<file path="src/rtl/vit_pkg.sv">
// Shared constants, types and helpers for the Viterbi decoder front end.
// Default symbol geometry is rate-1/2 with 16-bit packed input words.
package vit_pkg;

  localparam int SYM_W_DEF  = 2;
  localparam int WORD_W_DEF = 16;

  typedef logic [SYM_W_DEF-1:0] sym_t;

  typedef enum logic {
    S_IDLE,
    S_SHIFT
  } ser_state_e;

  function automatic int clog2(input int v);
    int r;
    for (r = 0; (1 << r) < v; r++) begin
    end
    return r;
  endfunction

endpackage

</file>
<file path="src/rtl/symbol_stream_buffer_fifo.sv">
// Word FIFO with occupancy count, async reset and sync clear.
// Head entry is read combinationally so the serializer can load it on pop.
module sync_fifo
  import vit_pkg::*;
#(
  parameter int W     = WORD_W_DEF + 1,
  parameter int DEPTH = 4
) (
  input  logic                     clk,
  input  logic                     rst,
  input  logic                     clr,
  input  logic                     push,
  input  logic                     pop,
  input  logic [W-1:0]             wdata,
  output logic [W-1:0]             rdata,
  output logic                     full,
  output logic                     empty,
  output logic [clog2(DEPTH):0]    count
);

  localparam int AW = clog2(DEPTH);

  logic [W-1:0]  mem [DEPTH];
  logic [AW-1:0] wptr;
  logic [AW-1:0] rptr;
  logic          do_push;
  logic          do_pop;

  assign full    = (count == (AW+1)'(DEPTH));
  assign empty   = (count == '0);
  assign do_push = push && !full && !clr;
  assign do_pop  = pop && !empty && !clr;
  assign rdata   = mem[rptr];

  // Pointers wrap naturally since DEPTH is a power of two.
  always_ff @(posedge clk or posedge rst) begin
    if (rst) begin
      wptr  <= '0;
      rptr  <= '0;
      count <= '0;
    end else if (clr) begin
      wptr  <= '0;
      rptr  <= '0;
      count <= '0;
    end else begin
      if (do_push)
        wptr <= wptr + 1'b1;
      if (do_pop)
        rptr <= rptr + 1'b1;
      if (do_push && !do_pop)
        count <= count + 1'b1;
      else if (!do_push && do_pop)
        count <= count - 1'b1;
    end
  end

  // Storage array, written on accepted pushes only.
  always_ff @(posedge clk) begin
    if (do_push)
      mem[wptr] <= wdata;
  end

endmodule

</file>
<file path="src/rtl/symbol_stream_buffer.sv">
// Viterbi input stage: buffers packed code words and serializes them
// MSB-first into one code symbol per cycle with frame marking.
module symbol_stream_buffer
  import vit_pkg::*;
#(
  parameter int WORD_W     = WORD_W_DEF,
  parameter int SYM_W      = SYM_W_DEF,
  parameter int FIFO_DEPTH = 4
) (
  input  logic                          clk,
  input  logic                          rst,
  input  logic                          flush,
  input  logic                          in_valid,
  output logic                          in_ready,
  input  logic [WORD_W-1:0]             in_word,
  input  logic                          in_last,
  output logic                          out_valid,
  input  logic                          out_ready,
  output logic [SYM_W-1:0]              out_sym,
  output logic                          out_last,
  output logic [$clog2(FIFO_DEPTH):0]   fill_level
);

  localparam int SYMS = WORD_W / SYM_W;
  localparam int IW   = (SYMS > 1) ? clog2(SYMS) : 1;

  if ((WORD_W % SYM_W) != 0) begin : g_bad_width
    $error("WORD_W must be a multiple of SYM_W");
  end
  if (FIFO_DEPTH < 2 || (FIFO_DEPTH & (FIFO_DEPTH - 1)) != 0) begin : g_bad_depth
    $error("FIFO_DEPTH must be a power of two >= 2");
  end

  ser_state_e      state;
  ser_state_e      state_nxt;
  logic [WORD_W-1:0] shreg;
  logic            word_last;
  logic [IW-1:0]   idx;
  logic            at_end;
  logic            load;
  logic            consume;
  logic            push;
  logic            full;
  logic            empty;
  logic [WORD_W:0] head;

  assign at_end = (idx == IW'(SYMS - 1));
  assign push   = in_valid && !full && !flush;

  sync_fifo #(
    .W     (WORD_W + 1),
    .DEPTH (FIFO_DEPTH)
  ) u_fifo (
    .clk   (clk),
    .rst   (rst),
    .clr   (flush),
    .push  (push),
    .pop   (load),
    .wdata ({in_last, in_word}),
    .rdata (head),
    .full  (full),
    .empty (empty),
    .count (fill_level)
  );

  // Serializer state register.
  always_ff @(posedge clk or posedge rst) begin
    if (rst)
      state <= S_IDLE;
    else
      state <= state_nxt;
  end

  // Next state, load and consume decisions; flush overrides everything.
  always_comb begin
    state_nxt = state;
    load      = 1'b0;
    consume   = 1'b0;
    unique case (state)
      S_IDLE: begin
        if (!empty) begin
          load      = 1'b1;
          state_nxt = S_SHIFT;
        end
      end
      S_SHIFT: begin
        if (out_ready) begin
          consume = 1'b1;
          if (at_end) begin
            if (!empty)
              load = 1'b1;
            else
              state_nxt = S_IDLE;
          end
        end
      end
      default: state_nxt = S_IDLE;
    endcase
    if (flush) begin
      state_nxt = S_IDLE;
      load      = 1'b0;
      consume   = 1'b0;
    end
  end

  // Shift register and symbol index: load a fresh word or advance one symbol.
  always_ff @(posedge clk or posedge rst) begin
    if (rst) begin
      shreg     <= '0;
      word_last <= 1'b0;
      idx       <= '0;
    end else if (flush) begin
      shreg     <= '0;
      word_last <= 1'b0;
      idx       <= '0;
    end else if (load) begin
      shreg     <= head[WORD_W-1:0];
      word_last <= head[WORD_W];
      idx       <= '0;
    end else if (consume && !at_end) begin
      shreg <= shreg << SYM_W;
      idx   <= idx + 1'b1;
    end
  end

  assign in_ready  = !full;
  assign out_valid = (state == S_SHIFT);
  assign out_sym   = out_valid ? shreg[WORD_W-1 -: SYM_W] : '0;
  assign out_last  = out_valid && word_last && at_end;

endmodule

</file>
<file path="config.mk">
export PLATFORM = sky130hd
export DESIGN_NAME = symbol_stream_buffer
export DESIGN_NICKNAME = d
export VERILOG_FILES = /design/src/rtl/vit_pkg.sv /design/src/rtl/symbol_stream_buffer_fifo.sv /design/src/rtl/symbol_stream_buffer.sv
export SDC_FILE = /design/constraint.sdc
export NUM_CORES = 1
export LEC_CHECK = 0
export CAP_MARGIN = 20
export CORE_MARGIN = 1
export CORE_UTILIZATION = 58
export CTS_BUF_LIST = sky130_fd_sc_hd__clkbuf_2 sky130_fd_sc_hd__clkbuf_4 sky130_fd_sc_hd__clkbuf_8
export CTS_CLUSTER_SIZE = 16
export DETAILED_ROUTE_END_ITERATION = 8
export PLACE_DENSITY = 0.79
export SYNTH_ARGS = -nofsm -noshare
export SYNTH_HDL_FRONTEND = slang
export SYNTH_SLANG_ARGS = --single-unit
</file>
<file path="constraint.sdc">
create_clock -name clk -period 2.85 [get_ports clk]
set_input_delay 0.4275 -clock clk [delete_from_list [all_inputs] [get_ports clk]]
set_output_delay 0.4275 -clock clk [all_outputs]
set_load 0.05 [all_outputs]
</file>
==> impl_results.md <==
* Result of the run: complete, but fails checks
* Failing checks: design-rule violations
* Post-DP HPWL at 4165 um
* Leading cell type in the layout, fill and taps excluded: sky130_fd_sc_hd__edfxtp_1
* Clk root buf: sky130_fd_sc_hd__clkbuf_8
* Count of max-cap constraint violations at 0
* Leakage power at 1.645 nW
* TritonCTS clock tree: done
* Relative contribution of sequential cells to total power at 48.5%
* Final setup slack of the worst path at 0.3613 ns
* Leading post-synthesis cells by cell area: sky130_fd_sc_hd__edfxtp_1, sky130_fd_sc_hd__dfrtp_1, sky130_fd_sc_hd__mux4_2
* Post-layout nets at 326
* Clock-pin slew reported for the worst setup and hold paths after clock tree synthesis at 0.09 ns
* Layer with the highest usage: met2
* GR Util All Layers at 21.46%
* Least-Margin Pin Slew at 0.9127 ns
* Quantity of I/O buffers inserted on ports at 29
* Switching Share at 32.72%
* Average wire length per cell after detail routing at 17.61 um
* Number of detailed-route iterations in the first pass at 8
* Effective utilization at floorplan at 61.32%
* Setup crit start kind: flop
* Setup TNS after final layout at 0 ns
* Final Skew at 0.008484 ns
* Number of gates given a new drive strength after cts at 0
* Largest net degree at the start of global routing at 39
* Final setup viols at 0
* Met2 usage in global routing at 33.26%
* Synth cell types at 35
* Highest clock frequency the design can meet at 0.4018 GHz
* Switching power total at 1.277 mW
* Hold violation count in the final report at 0
* Fraction of synthesized cell area taken by the top area cell type at 51.27%
* RSZ-0062 raised after global routing: no
* Min cycle time layout at 2.489 ns
* Count of standard-cell rows at 29
* Core Area at 6495 sq um
* Post-Synthesis Cell Area at 3983 sq um
* Maximum VDD drop at 0.0003708 V
* Part of the power in the clock network at 20.3%
* Share of the clock period used by the worst path after layout at 87.32%
* Clk sink count at 96
* #FFs+latches synth at 96
* First-pass GRT wire length at 11330 um
* Ys async rst share at 29.17%
* Post-synthesis cell count at 260
* Number of flops mapped to enable cells by yosys at 68
* Average instance area after synthesis at 15.32 sq um
* DRC Markers at 3
* Power density cells at 856.2 nW/um^2
* Sequential element share of the synthesized area at 68.87%
* Global placer's final weighted congestion at 0.8371
* CP max FO at 5
* Synth Flop Type: sky130_fd_sc_hd__edfxtp_1
* Final antenna-violating net count at 0
* Number of DRC markers after the initial detailed-route iteration at 186
* Number of global-route vias before repair at 2265
* Biggest area consumer among synthesized cells: sky130_fd_sc_hd__edfxtp_1
* Met3 usage in global routing at 4.572%
* Total wire length at 6673 um
* Maximum level of the CTS H-tree at 3
* Share of cells above drive strength 1 at 16.23%
* Part of the total power dissipated in combinational logic at 31.2%
* Total of hold buffers inserted after clock tree synthesis at 0
* Synthesized Nets at 289
* Latest clock arrival within the worst-skew pair at 0.35 ns
* Placement Setup Slack at 0.3843 ns
* Type of the worst setup path: reg -> out
* Number of antenna diodes at 0
* Sort of element at the end of the critical path: output pin
* Final number of max-transition violations at 0
* Met1 GRT Util at 29.52%
* Detailed-route vias per instance at 5.789
* Die area at 7202 sq um
* Number of ports placed on the die boundary at 30
* Top library cells by usage in the layout, fill and taps aside: sky130_fd_sc_hd__edfxtp_1, sky130_fd_sc_hd__nand2_1, sky130_fd_sc_hd__clkdlybuf4s50_1
* Detailed-route via count at 2194
* Synthesis-to-layout area growth at 14.42%
* Min-Delay Path Class: in -> async
* Antenna violations before repair at 0
* Maximum clock path buffer count at 2
* Total of warnings raised by yosys at 0
* Die height at 84.87 um
* Data required time of the critical path at 2.42 ns
* Grt total ovfl at 0
* Setup Fix Bufs, Post-CTS at 0
* Die width at 84.87 um
* Worst slew margin relative to its limit at 39.15%
* Num CTS Buffers at 9
* Data arrival time of the critical path at 2.06 ns
* Internal power summed over all cells at 2.625 mW
-- final timing paths --
kind,startpoint,end,slack (ns),depth (start not counted)
max,idx[0],out_last,0.36,4
min,rst,u_fifo.rptr[1],0.46,3
max reg2reg,u_fifo.count[2],u_fifo.count[2],0.45,8
min reg2reg,word_last,word_last,0.54,2
max in group asynchronous,rst,shreg[3],2.14,3
min in group clk,word_last,word_last,0.54,2
-- cells in the mapped netlist, types with 2 or more instances --
cell type,instances
sky130_fd_sc_hd__buf_4,3
sky130_fd_sc_hd__a311oi_1,14
sky130_fd_sc_hd__nor2_1,28
sky130_fd_sc_hd__xnor2_1,3
sky130_fd_sc_hd__mux2_1,2
sky130_fd_sc_hd__nand3_1,5
sky130_fd_sc_hd__a21oi_1,8
sky130_fd_sc_hd__ha_1,6
sky130_fd_sc_hd__inv_1,6
sky130_fd_sc_hd__clkbuf_1,4
sky130_fd_sc_hd__edfxtp_1,68
sky130_fd_sc_hd__dfrtp_1,28
sky130_fd_sc_hd__buf_2,6
sky130_fd_sc_hd__xor2_1,2
sky130_fd_sc_hd__mux4_2,17
sky130_fd_sc_hd__and2_1,8
sky130_fd_sc_hd__nand2_1,33
sky130_fd_sc_hd__nand2b_1,2
-- critical path: stages, from the launching register on --
cell,delay (ns)
sky130_fd_sc_hd__dfrtp_1,0.41
sky130_fd_sc_hd__ha_1,0.21
sky130_fd_sc_hd__ha_1,0.22
sky130_fd_sc_hd__and3_1,0.19
sky130_fd_sc_hd__clkdlybuf4s50_1,0.69
-- area by class of cell --
type	count	area, sq um
Clock inverter	5	31.28
Clock buffer	11	145.1
Sequential cell	96	2743
Inverter	6	22.52
Multi-Input combinational cell	144	1146
Fill cell	438	1938
Timing Repair Buffer	40	372.9
Tap cell	77	96.34
-- power by group through the flow --
| stage | clock, mW | sequential (mW) | combinational (mW) |
|---|---|---|---|
| 2_1_floorplan | 0 | 1.90 | 0.928 |
| 3_3_place_gp | 0 | 1.91 | 1.20 |
| 3_5_place_dp | 0 | 1.92 | 1.22 |
| 4_1_cts | 0.804 | 1.90 | 1.23 |
| 5_1_grt | 0.864 | 1.93 | 1.34 |
| 6_report | 0.790 | 1.89 | 1.22 |
-- cell families (layout without fill, tap and decap cells) --
| kind of cell | after synthesis | count (layout) | synth area share, % |
|---|---|---|---|
| buf+inv | 20 | 62 | 2.356 |
| compound gates | 28 | 28 | 5.373 |
| simple gates | 84 | 84 | 9.488 |
| xor+xnor | 5 | 5 | 1.100 |
| fa+ha+maj | 7 | 7 | 2.388 |
| flops | 96 | 96 | 68.87 |
| mux | 20 | 20 | 10.43 |
-- state kept, by name, indices dropped and copies added, names as in the netlist --
name,flops
u_fifo.rptr,2
u_fifo.wptr,2
u_fifo.count,3
idx,3
word_last,1
u_fifo.mem,68
shreg,16
out_valid,1
-- stage by stage --
stage	cells	instance area [sq um]	hold slack (ns)	util (%)	power, mW
finish	379	4557	0.4572	70.16	3.902
global route	379	4557	0.5131	70.16	4.128
CTS	379	4557	0.4719	70.16	3.929
detailed placement	363	4380	0.5252	67.44	3.147
global placement	363	4380	0.5234	67.44	3.112
floorplan	260	3983	0.4813	-	2.831
-- layer usage --
| layer | share of wire [%] | up-vias |
|---|---|---|
| met1 | 43 | 1082 |
| met5 | 0 | - |
| li1 | - | 1036 |
| met4 | 2.8 | 0 |
| met2 | 48 | 61 |
| met3 | 5.4 | 15 |
Note: power is estimated with default switching activity, not from simulation.
